--- src/rtl/uart_tx_periph.sv ---
// uart_tx_periph: bus-mapped 8N1 UART transmitter with TX FIFO, baud divider and drain interrupt (ports: clk, reset, CS_N/RD_N/WR_N, Addr, DataIn, DataOut, Intr, TXD)
module uart_tx_periph #(
  parameter int FIFO_DEPTH  = 16,
  parameter int DEFAULT_DIV = 433
) (
  input  logic        clk,
  input  logic        reset,
  input  logic        CS_N,
  input  logic        RD_N,
  input  logic        WR_N,
  input  logic [11:0] Addr,
  input  logic [31:0] DataIn,
  output logic [31:0] DataOut,
  output logic        Intr,
  output logic        TXD
);
  localparam int AW = $clog2(FIFO_DEPTH);
  localparam logic [1:0] IDLE = 2'd0, START = 2'd1, DATA = 2'd2, STOP = 2'd3;
  logic [7:0] mem_q [FIFO_DEPTH];
  logic [AW-1:0] wp_q, wp_d, rp_q, rp_d;
  logic [AW:0] fcnt_q, fcnt_d;
  logic [15:0] baud_q, baud_d, div_q, div_d, tmr_q, tmr_d;
  logic [1:0] ctrl_q, ctrl_d, state_q, state_d;
  logic [2:0] idx_q, idx_d;
  logic [7:0] sh_q, sh_d;
  logic ovf_q, ovf_d, txd_q, txd_d, intr_q, intr_d;
  logic hit, wr_en, push, pop, empty, full, busy, tick, unused_ok;
  logic [31:0] status;
  assign hit = ~CS_N && Addr[11:4] == 8'h0 && Addr[1:0] == 2'b00;
  assign wr_en = hit & ~WR_N;
  assign empty = fcnt_q == '0;
  assign full = fcnt_q == (AW+1)'(FIFO_DEPTH);
  assign busy = state_q != IDLE;
  assign tick = tmr_q == div_q;
  // a frame can start from IDLE or directly from the last STOP clock, giving back-to-back frames
  assign pop = ctrl_q[0] & ~empty & (state_q == IDLE | (state_q == STOP & tick));
  // a push to a full FIFO still fits when the same edge pops
  assign push = wr_en & Addr[3:2] == 2'd0 & (~full | pop);
  assign status = {19'b0, 5'(fcnt_q), 4'b0, ovf_q, empty, full, busy};
  assign DataOut = (hit & ~RD_N) ? (Addr[3:2] == 2'd1 ? status :
                                    Addr[3:2] == 2'd2 ? {16'b0, baud_q} :
                                    Addr[3:2] == 2'd3 ? {30'b0, ctrl_q} : 32'b0) : 32'b0;
  assign Intr = intr_q;
  assign TXD = txd_q;
  assign unused_ok = ^DataIn[31:16];
  always_comb begin
    wp_d = push ? wp_q + 1'b1 : wp_q;
    rp_d = pop ? rp_q + 1'b1 : rp_q;
    fcnt_d = fcnt_q + {{AW{1'b0}}, push} - {{AW{1'b0}}, pop};
    ovf_d = (wr_en && Addr[3:2] == 2'd1 && DataIn[3]) ? 1'b0 :
            (wr_en && Addr[3:2] == 2'd0 && full && !pop) ? 1'b1 : ovf_q;
    baud_d = (wr_en && Addr[3:2] == 2'd2) ? DataIn[15:0] : baud_q;
    ctrl_d = (wr_en && Addr[3:2] == 2'd3) ? DataIn[1:0] : ctrl_q;
    intr_d = ctrl_q[1] & empty & ~busy;
    tmr_d = (state_q == IDLE || tick) ? 16'd0 : tmr_q + 16'd1;
    state_d = state_q;
    div_d = div_q;
    idx_d = idx_q;
    sh_d = sh_q;
    txd_d = txd_q;
    case (state_q)
      START: if (tick) begin
        state_d = DATA;
        txd_d = sh_q[0];
        idx_d = 3'd0;
      end
      DATA: if (tick) begin
        sh_d = sh_q >> 1;
        idx_d = idx_q + 3'd1;
        state_d = idx_q == 3'd7 ? STOP : DATA;
        txd_d = idx_q == 3'd7 ? 1'b1 : sh_q[1];
      end
      STOP: if (tick) begin
        state_d = IDLE;
        txd_d = 1'b1;
      end
      default: ;
    endcase
    // divider is latched per frame so BAUDDIV writes only affect later frames
    if (pop) begin
      state_d = START;
      txd_d = 1'b0;
      div_d = baud_q;
      sh_d = mem_q[rp_q];
    end
  end
  always_ff @(posedge clk) if (push) mem_q[wp_q] <= DataIn[7:0];
  always_ff @(posedge clk) begin
    if (reset) begin
      wp_q <= '0;
      rp_q <= '0;
      fcnt_q <= '0;
      ovf_q <= 1'b0;
      baud_q <= 16'(DEFAULT_DIV);
      ctrl_q <= 2'b01;
      intr_q <= 1'b0;
      tmr_q <= 16'd0;
      state_q <= IDLE;
      div_q <= 16'd0;
      idx_q <= 3'd0;
      sh_q <= 8'd0;
      txd_q <= 1'b1;
    end else begin
      wp_q <= wp_d;
      rp_q <= rp_d;
      fcnt_q <= fcnt_d;
      ovf_q <= ovf_d;
      baud_q <= baud_d;
      ctrl_q <= ctrl_d;
      intr_q <= intr_d;
      tmr_q <= tmr_d;
      state_q <= state_d;
      div_q <= div_d;
      idx_q <= idx_d;
      sh_q <= sh_d;
      txd_q <= txd_d;
    end
  end
endmodule
--- config.mk ---
export PLATFORM = sky130hd
export DESIGN_NAME = uart_tx_periph
export DESIGN_NICKNAME = d
export VERILOG_FILES = /design/src/rtl/uart_tx_periph.sv
export SDC_FILE = /design/constraint.sdc
export NUM_CORES = 1
export LEC_CHECK = 0
export ABC_AREA = 1
export CORE_MARGIN = 5
export CORE_UTILIZATION = 44
export CTS_CLUSTER_SIZE = 12
export DETAILED_ROUTE_END_ITERATION = 8
export PLACE_DENSITY = 0.66
export SKIP_LAST_GASP = 1
export SLEW_MARGIN = 20
export SYNTH_ARGS = -nofsm -noshare
export SYNTH_HDL_FRONTEND = slang
export SYNTH_SLANG_ARGS = --single-unit
--- constraint.sdc ---
create_clock -name clk -period 3.34 [get_ports clk]
set_input_delay 0.835 -clock clk [delete_from_list [all_inputs] [get_ports clk]]
set_output_delay 0.835 -clock clk [all_outputs]
set_load 0.05 [all_outputs]
==> metrics.md <==
| Metric | Value |
|---|---|
| Leakage | `4.12 nW` |
| Area fraction of the dominant cell type after synthesis | `41.2%` |
| Met2 Usage GRT | `29.8%` |
| Ports | `83` |
| Buf+Inv Stages, Crit Path | `2` |
| Slew @ Worst Pin | `0.864 ns` |
| Clk slew on worst S/H paths | `0.06 ns` |
| Synth top area cells | `edfxtp_1 (41%), dfxtp_1 (18%), nand2_1 (7.6%), nor2_1 (6.6%), o21ai_0 (5.5%)` |
| CTS Sinks | `211` |
| Post-synth ARST share | `0%` |
| Yosys top cell by area | `edfxtp_1` |
| Most Crowded Layer GR | `met2` |
| CTS buffer count | `22` |
| First-pass iteration count of the detailed router | `5` |
| Worst vdd ir | `0.000397 V` |
| Post-synthesis instance area | `9330 um^2` |
| Status | `finished, final reports clean` |
| Width of the die | `156 um` |
| Grt met1 use | `23.4%` |
| Fin crit period | `3.26 ns` |
| Unrepaired setup endpoints after global routing | `no` |
| CP max-delay cell | `clkdlybuf4s50_1` |
| WL per Instance | `15.7 um` |
| Fmax | `307 MHz` |
| Drt drc | `0` |
| Hold-fix buffers, CTS | `0` |
| Final Slew Violations | `0` |
| Filler Cells Inserted | `1919` |
| Area growth from synthesis to layout | `18.6%` |
| Ant diodes | `0` |
| Cell area power density | `677 nW/um^2` |
| Number of global-route vias before repair | `6737` |
| HP Class | `reg -> reg` |
| Final setup fails | `0` |
| Final Wtd Congestion | `0.856` |
| Root Driver | `clkbuf_16` |
| H-tree depth | `1` |
| Delay of the slowest cell on the worst path | `0.41 ns` |
| Slew headroom | `42.2%` |
| Port-buffer cells | `50` |
| Cells after Synth | `1018` |
| Final hold violations | `0` |
| Initial antenna violation count | `0` |
| TritonCTS clock tree | `done` |
| Crit Path Category | `in -> out` |
| DIE AREA | `24200 um^2` |
| CP Max Fanout | `8` |
| Synth Warn # | `0` |
| Overall power | `7.50 mW` |
| Worst Setup End Kind | `output pin` |
| Max Cap Violations | `0` |
| ANT nets after route | `0` |
| Skew final | `0.0114 ns` |
| Clock Tree Buf Depth | `3` |
| Register area share after synthesis | `59.0%` |
| Iter 0 DRT Violations | `559` |
| Most used DFF post-synth | `edfxtp_1` |
| Hpwl dp | `14.1 mm` |
| Rows | `53` |
| Met3 usage | `3.00%` |
| Skew-Pair Late Insertion Delay | `0.50 ns` |
| Vias per cell | `5.11` |
| Final worst slack | `0.0795 ns` |
| Pre-CTS setup slack | `-0.283 ns` |
| GRT Total Usage | `17.6%` |
| Layout cells sized above 1 | `10.0%` |
| Yosys reg bits | `211` |
| Die Y | `156 um` |
| Number of flops mapped to enable cells by yosys | `128` |
| Total wire length | `21.4 mm` |
| CP Data Arrival Time | `2.43 ns` |
| Cell chain of the critical path | `clkdlybuf4s50_1, nor4_2, nand3_2, or2_4, a21oi_1, buf_12` |
| Final-stage net count | `1153` |
| Cell family with most CP delay | `simple AND/OR/NAND/NOR gates` |
| First-pass GRT wire length | `34.4 mm` |
| CP Data Required Time | `2.50 ns` |
| Routed via count | `6997` |
| Starting Density | `44.5%` |
| Mean Syn Cell Area | `9.17 um^2` |
| Final worst path period share | `97.6%` |
| Core area | `21000 um^2` |
| Grt ovf | `0` |
| WHS | `0.460 ns` |
| Largest net degree at the start of global routing | `65` |
| Startpoint Class | `input port` |
| Library cells used by synthesis | `41` |
==> routing by layer <==
metal	vias up	routed length, um
met5	-	0
met4	0	440
met3	31	1120
met2	167	10400
met1	3295	9440
li1	3504	-
==> stage by stage <==
stage	setup TNS, ns	cell area (um^2)	utilization, %	std cells
2_1_floorplan	-0.483	9400	-	1033
3_3_place_gp	-0.862	10400	49.5	1334
3_5_place_dp	-1.41	10400	49.5	1334
4_1_cts	0	11000	52.5	1369
5_1_grt	0	11100	52.8	1370
6_report	0	11100	52.8	1370
==> worst paths after layout <==
| path | start | end | slack, ns | cells after the start |
|---|---|---|---|---|
| max reg2reg | fcnt_q[2]$_SDFF_PP0_ | fcnt_q[4]$_SDFF_PP0_ | 0.34 | 17 |
| max | Addr[7] | DataOut[8] | 0.08 | 6 |
| min | ovf_q$_SDFFE_PP0P_ | ovf_q$_SDFFE_PP0P_ | 0.46 | 2 |
| min reg2reg | ovf_q$_SDFFE_PP0P_ | ovf_q$_SDFFE_PP0P_ | 0.46 | 2 |
==> registers in the layout, summed over array words and instances (netlist names), named ones only <==
register  count
baud_q       16
Intr          1
sh_q          8
rp_q          4
mem_q       128
state_q       2
ovf_q         1
div_q        16
idx_q         3
fcnt_q        5
tmr_q        16
TXD           1
ctrl_q        2
wp_q          4
==> what timing repair did <==
item | CTS | global route
hold endpoints to repair | 0 | 0
gates resized for setup | 1 | 14
buffers inserted | 0 | 0
endpoints found under the setup margin | 16 | 17
gates cloned | 0 | 1
pin swaps | 0 | 4
==> logic make-up after synthesis <==
kind of cell	after synthesis	share of synthesized area, %
flip-flops	211	59.0
XOR/XNOR	7	0.657
AO/OA/AOI/OAI	195	11.0
AND/OR/NAND/NOR	442	19.8
other	1	0.0402
adder cells (fa/ha/maj)	20	2.76
buffers and inverters	142	6.81
==> cells in the mapped netlist, types with 3 or more instances <==
cell,n
inv_1,75
o21bai_1,4
inv_2,4
nand2_1,188
edfxtp_1,128
o21ai_0,102
o21ai_1,10
xor2_1,6
clkbuf_1,30
nor4_1,3
nand2_4,5
buf_4,18
nor2_1,165
nor2_2,3
nand2_2,4
dfxtp_1,83
a21oi_1,64
nand3_1,46
buf_6,3
buf_2,8
o211ai_1,7
nor3_1,12
nand4_1,11
ha_1,19
==> layout by cell type, fill, tap and decap left out, types with 3 or more instances in the layout <==
cell	instances
buf_4	35
dfxtp_1	81
nor2_1	165
nor3_1	11
clkbuf_16	23
conb_1	16
nand2_1	188
o21ai_0	102
dlymetal6s2s_1	5
buf_12	17
clkinv_1	4
nand2_2	4
xor2_1	6
edfxtp_1	128
ha_1	19
o21bai_1	4
inv_1	75
clkbuf_1	7
a21oi_2	4
a21oi_1	60
nor2_2	3
o211ai_1	7
o21ai_1	10
nand2_4	5
inv_2	4
clkdlybuf4s50_1	29
nand4_1	11
nand3_1	45
==> tightest hold or removal path, cell delays in order (launching register included) <==
cell and delay [ns]:
dfxtp_1 0.31, inv_1 0.05, a21oi_1 0.05
==> power breakdown <==
| part | switching (mW) | total, mW | internal (mW) |
|---|---|---|---|
| Sequential | 0.163 | 3.12 | 2.96 |
| Combinational | 1.48 | 2.17 | 0.690 |
| Clock | 0.924 | 2.22 | 1.29 |
| Total | 2.56 | 7.50 | 4.94 |
==> cell type report <==
cell class,instances,area (um^2),share of cell area (%)
clock buffer,32,629,5.68
clock inverter,3,12.5,0.113
inverter,82,309,2.79
multi-input combinational,681,3310,29.9
sequential,211,5510,49.7
tap,275,344,3.11
timing repair buffer,86,956,8.63
No activity file was read; power rests on OpenSTA's default activity.
